$ cat src/rtl/mips_multi.sv
// Multi-cycle MIPS subset core: FETCH -> DECODE -> EXEC -> MEM -> WB.
// One instruction is in flight at a time. HALT is entered on any unsupported
// instruction and is left only through reset.
//
// Memory handshake: mem_req is held with mem_we/mem_addr/mem_wdata stable
// until a rising edge where mem_req=1 and mem_ready=1. That edge completes
// the access, and mem_rdata is sampled on it. mem_ready is ignored while
// mem_req=0.
//
// dbg_state encoding: 0 FETCH, 1 DECODE, 2 EXEC, 3 MEM, 4 WB, 5 HALT.
module mips_multi #(
  parameter logic [31:0] RESET_PC = 32'h0000_0000,
  parameter int          NREGS    = 32
) (
  input  logic        clk,
  input  logic        reset,
  output logic        mem_req,
  output logic        mem_we,
  output logic [31:0] mem_addr,
  output logic [31:0] mem_wdata,
  input  logic        mem_ready,
  input  logic [31:0] mem_rdata,
  output logic [31:0] pc,
  output logic        retire,
  output logic        halted,
  output logic [2:0]  dbg_state
);

  localparam int RW = $clog2(NREGS);

  localparam logic [5:0] OP_R    = 6'b000000;
  localparam logic [5:0] OP_LW   = 6'b100011;
  localparam logic [5:0] OP_SW   = 6'b101011;
  localparam logic [5:0] OP_BEQ  = 6'b000100;
  localparam logic [5:0] OP_BNE  = 6'b000101;
  localparam logic [5:0] OP_ADDI = 6'b001000;
  localparam logic [5:0] OP_J    = 6'b000010;
  localparam logic [5:0] FN_ADD  = 6'b100000;
  localparam logic [5:0] FN_SUB  = 6'b100010;
  localparam logic [5:0] FN_AND  = 6'b100100;
  localparam logic [5:0] FN_OR   = 6'b100101;
  localparam logic [5:0] FN_SLT  = 6'b101010;

  typedef enum logic [2:0] {
    FETCH  = 3'd0,
    DECODE = 3'd1,
    EXEC   = 3'd2,
    MEM    = 3'd3,
    WB     = 3'd4,
    HALT   = 3'd5
  } state_t;

  state_t      state, state_nxt;
  logic [31:0] ir, a, b, alu_out, mdr, target;
  logic [31:0] rf [NREGS];

  logic [5:0]    opcode, funct;
  logic [RW-1:0] rs_idx, rt_idx, rd_idx, wb_idx;
  logic [31:0]   imm_sx, rf_a, rf_b, alu_b, alu_res, wb_data;
  logic          is_rtype, is_lw, is_sw, is_beq, is_bne, is_addi, is_j;
  logic          supported, branch_taken;

  // Instruction fields; index bits above log2(NREGS) are dropped.
  assign opcode = ir[31:26];
  assign funct  = ir[5:0];
  assign rs_idx = ir[21 +: RW];
  assign rt_idx = ir[16 +: RW];
  assign rd_idx = ir[11 +: RW];
  assign imm_sx = {{16{ir[15]}}, ir[15:0]};

  assign is_rtype = (opcode == OP_R) &&
                    (funct == FN_ADD || funct == FN_SUB || funct == FN_AND ||
                     funct == FN_OR  || funct == FN_SLT);
  assign is_lw    = (opcode == OP_LW);
  assign is_sw    = (opcode == OP_SW);
  assign is_beq   = (opcode == OP_BEQ);
  assign is_bne   = (opcode == OP_BNE);
  assign is_addi  = (opcode == OP_ADDI);
  assign is_j     = (opcode == OP_J);
  assign supported = is_rtype | is_lw | is_sw | is_beq | is_bne | is_addi | is_j;

  // Register 0 always reads as zero regardless of array contents.
  assign rf_a = (rs_idx == '0) ? 32'd0 : rf[rs_idx];
  assign rf_b = (rt_idx == '0) ? 32'd0 : rf[rt_idx];

  assign branch_taken = (is_beq && (a == b)) || (is_bne && (a != b));

  // R-type picks rd; addi and lw write rt. lw writes back the loaded word.
  assign wb_idx  = is_rtype ? rd_idx : rt_idx;
  assign wb_data = is_lw ? mdr : alu_out;

  // ALU: wrapping 32-bit arithmetic, slt is a signed compare.
  always_comb begin
    alu_b   = is_addi ? imm_sx : b;
    alu_res = a + alu_b;
    if (is_rtype) begin
      case (funct)
        FN_SUB:  alu_res = a - b;
        FN_AND:  alu_res = a & b;
        FN_OR:   alu_res = a | b;
        FN_SLT:  alu_res = {31'd0, ($signed(a) < $signed(b))};
        default: alu_res = a + b;
      endcase
    end
  end

  // State register.
  always_ff @(posedge clk or negedge reset) begin
    if (!reset) state <= FETCH;
    else        state <= state_nxt;
  end

  // Next state and state-decoded bus/retire outputs; the bus is held quiet
  // while reset is asserted even though state already reads FETCH.
  always_comb begin
    state_nxt = state;
    mem_req   = 1'b0;
    mem_we    = 1'b0;
    mem_addr  = pc;
    retire    = 1'b0;
    case (state)
      FETCH: begin
        mem_req = 1'b1;
        if (mem_ready) state_nxt = DECODE;
      end
      DECODE: begin
        if (!supported) state_nxt = HALT;
        else if (is_j) begin
          retire    = 1'b1;
          state_nxt = FETCH;
        end else state_nxt = EXEC;
      end
      EXEC: begin
        if (is_lw || is_sw) state_nxt = MEM;
        else if (is_beq || is_bne) begin
          retire    = 1'b1;
          state_nxt = FETCH;
        end else state_nxt = WB;
      end
      MEM: begin
        mem_req  = 1'b1;
        mem_we   = is_sw;
        mem_addr = alu_out;
        if (mem_ready) begin
          if (is_sw) begin
            retire    = 1'b1;
            state_nxt = FETCH;
          end else state_nxt = WB;
        end
      end
      WB: begin
        retire    = 1'b1;
        state_nxt = FETCH;
      end
      HALT:    state_nxt = HALT;
      default: state_nxt = FETCH;
    endcase
    if (!reset) begin
      mem_req = 1'b0;
      mem_we  = 1'b0;
      retire  = 1'b0;
    end
  end

  assign mem_wdata = b;
  assign halted    = (state == HALT);
  assign dbg_state = state;

  // Datapath registers, pc and register file, updated per state.
  always_ff @(posedge clk or negedge reset) begin
    if (!reset) begin
      pc      <= RESET_PC;
      ir      <= '0;
      a       <= '0;
      b       <= '0;
      alu_out <= '0;
      mdr     <= '0;
      target  <= '0;
      for (int i = 0; i < NREGS; i++) rf[i] <= '0;
    end else begin
      case (state)
        FETCH: begin
          if (mem_ready) begin
            ir <= mem_rdata;
            pc <= pc + 32'd4;
          end
        end
        DECODE: begin
          a      <= rf_a;
          b      <= rf_b;
          // pc already holds the address of the next sequential instruction.
          target <= pc + {imm_sx[29:0], 2'b00};
          if (is_j) pc <= {pc[31:28], ir[25:0], 2'b00};
        end
        EXEC: begin
          if (is_lw || is_sw) alu_out <= a + imm_sx;
          else                alu_out <= alu_res;
          if (branch_taken) pc <= target;
        end
        MEM: begin
          if (mem_ready && is_lw) mdr <= mem_rdata;
        end
        WB: begin
          if (wb_idx != '0) rf[wb_idx] <= wb_data;
        end
        default: ;
      endcase
    end
  end

endmodule

$ cat config.mk
export PLATFORM = sky130hd
export DESIGN_NAME = mips_multi
export DESIGN_NICKNAME = d
export VERILOG_FILES = /design/src/rtl/mips_multi.sv
export SDC_FILE = /design/constraint.sdc
export NUM_CORES = 2
export LEC_CHECK = 0
export CORE_ASPECT_RATIO = 1.5
export CORE_MARGIN = 2
export CORE_UTILIZATION = 64
export CTS_CLUSTER_DIAMETER = 100
export DETAILED_ROUTE_END_ITERATION = 8
export PLACE_DENSITY = 0.82
export REMOVE_ABC_BUFFERS = 1
export SETUP_SLACK_MARGIN = 0.15
export SYNTH_ARGS = -nofsm -noshare
export SYNTH_HDL_FRONTEND = slang
export SYNTH_SLANG_ARGS = --single-unit
$ cat constraint.sdc
create_clock -name clk -period 6.35 [get_ports clk]
set_clock_uncertainty 0.1 [all_clocks]
set_input_delay 0.9525 -clock clk [delete_from_list [all_inputs] [get_ports clk]]
set_output_delay 0.9525 -clock clk [all_outputs]
set_load 0.01 [all_outputs]
==> impl_results.md <==
- Outcome: complete, but fails checks
- Failing checks: negative hold slack
- Syn Area/Cell: 10.3 um^2
- Die Width: about 280 um
- Fin. Hold Viols: 5
- CP Launch Type: register
- Die area: around 110000 um^2
- Yosys warns: 0
- Post-CTS sizing: 0
- Tmin final: around 5600 ps
- Synth Flop Type: dfrtp_1
- Gpl congestion: 1.02
- VDD IR-drop max: 0.410 mV
- Fill count: 7650
- Multi-input logic area: 37800 um^2
- Setup violators final: 0
- Port bufs: 137
- Final #Nets: a little under 7000
- Most frequent cells in the layout: dfrtp_1 (1240), nand2_1 (761), o21ai_0 (725)
- Comb power frac: 47.9%
- CTS buffer count: 113
- Die H: 413 um
- CTS tree: done
- Synth Register Bits: 1251
- DRC Markers: 0
- Largest area contributor in the netlist: dfrtp_1
- Element type at the critical path end: register
- EDFF count, synth: 0
- Top cells by area, synth: dfrtp_1 (44%), mux4_2 (17%), o21ai_0 (5.1%), a21oi_1 (5.0%), nand2_1 (4.1%)
- Clock-pin transition on the worst setup and hold timing paths: 70 ps
- Pre-antenna DRT Iters: 9
- Area growth, synth to finish: 9.26%
- Vias in the first global route: 61857
- Critical Path RT: ~6900 ps
- Rel. slew slack: 10.7%
- Cells after Synth: 6909
- Sequential cell area: approximately 31000 um^2
- Switching power: 17300 uW
- PnR Total Power: 40200 uW
- Largest net degree at the start of global routing: 172
- Initial core utilization: 64.3%
- All-Layer GR Usage: a little over two fifths
- Post-DP HPWL: 155000 um
- Clk pwr share: 18.6%
- Pwr per Cell Area: 515 nW/um^2
- Hold Crit Class: in2async
- Distinct cells, synth: 82
- Vias per inst: approximately 7.3
- Critical Path AT: 6200 ps
- Share of cells above drive strength 1: 15.9%
- Pins Over Slew Limit: 0
- Clk root buf: clkbuf_16
- Std-Cell Rows: 150
- H-tree Lvls: 3
- Clock Tree Buf Depth: 3
- Max Cap Viol: 0
- Routed wire length: 247000 um
- Switching power share of the total: 43.1%
- Ys async rst share: 100%
- Initial antenna violation count: 0
- Hold Slack: -28.3 ps
- Clk Latency, worst-skew pair: 800 ps
- Wire length per cell: about 30 um
- Postcts setup bufs: 0
- Core box area: roughly 110000 um^2
- Post-synth top area share: 43.8%
- RSZ-0062 raised after global routing: false
- Share of the yosys chip area belonging to registers: between 40 and 50%
- Antenna Violating Nets Remaining: 0
- Worst-Margin Slew: 1310 ps
- Most common cell after layout, fill and taps aside: dfrtp_1
- Crit Path Category: reg2reg
- Sequential Power Share: ~34%
- Achievable Freq: approximately 180 MHz
- Worst Path Max Fanout: 7
- Leak: roughly 0.034 uW
- Grt ovf: 0
- Top Ports: 138
- Initial DRC count: 7905
- Syn Std Cell Area: 71500 um^2
- Final Cycle Share: about 90%
- Vias: 60207
- Hold buffers post-CTS: 0
- First-pass GRT wire length: 370000 um
- Pint: between 20000 and 25000 uW
- Clk sink count: between 1000 and 1500
-- metal layers --
layer	share of wire (%)	global-route usage, %	vias up
li1	-	-	24791
met1	32	48.4	29527
met2	46	68.8	4431
met3	12	12.6	1458
met4	10	37.7	0
met5	0	0	-
-- cells in the mapped netlist (99+ instances only) --
cell,instances
a21oi_1,715
mux4_2,536
nand2_1,777
o21ai_0,727
mux2_2,102
inv_1,145
ha_1,188
mux2i_1,198
nor2_1,698
dfrtp_1,1251
clkbuf_1,535
o22ai_1,99
-- worst max-delay path, stage by stage, from the launching register on --
cell and delay (ps):
dfrtp_1 540, inv_1 200, fa_1 500, nor2b_1 170
o31ai_1 150, a2111oi_0 1120, o21ai_0 670, o311ai_0 990
a31oi_1 260, o21ai_0 260, xor2_1 180, nor2_1 50
nor4_1 310
-- metrics by stage --
stage	setup slack [ps]	utilization [%]	cells	area, um^2	setup TNS, ps
after floorplan	-7690	-	6295	69200	-7226480
after global placement	1060	66.7	8015	74100	0
after detailed placement	998	66.7	8016	74100	0
after CTS	978	70.3	8226	78100	0
after global routing	639	70.3	8226	78100	0
final	729	70.3	8227	78100	0
-- final timing paths --
path,startpoint,end,slack [ps],depth (start not counted)
max in group asynchronous,reset,rf[829],3570,4
min in group clk,rf[997],rf[997],300,0
hold / removal,reset,rf[384],-30,1
hold reg to reg,rf[997],rf[997],300,0
setup reg to reg,a[1],alu_out[28],730,12
setup / recovery,a[1],alu_out[28],730,12
-- kinds of logic (layout without fill, tap and decap cells) --
group,Yosys count,after routing,synth area share [%]
compound gates,2003,2003,16.2
simple gates,1788,1788,10.4
buf+inv,759,632,4.01
xor+xnor,79,79,0.968
flops,1251,1251,43.8
other cells,0,1,0
mux,836,836,21.3
fa+ha+maj,193,193,3.43
-- state kept, by name (all words and copies together), names as in the netlist --
name       flops
alu_out       32
a             32
mdr           32
pc            32
ir            32
mem_wdata     32
target        32
dbg_state      3
rf          1024
-- cell type report --
| cell class | count | area share [%] |
|---|---|---|
| multi-input cells | 4899 | 48.3 |
| well taps | 1444 | 2.31 |
| clock inverters | 40 | 0.811 |
| flip-flops and latches | 1251 | 40.1 |
| clock buffers | 170 | 4.31 |
| diodes | 1 | 0.00320 |
| inverters | 145 | 0.697 |
| repair buffers | 277 | 3.40 |
-- power by group through the flow --
stage	sequential, uW	combinational [uW]	clock (uW)
2_1_floorplan	13300	12000	0
3_3_place_gp	13100	18200	0
3_5_place_dp	13400	18600	0
4_1_cts	13300	18800	7460
5_1_grt	13700	20500	7780
6_report	13500	19300	7480
(Power assumes the default switching activity.)
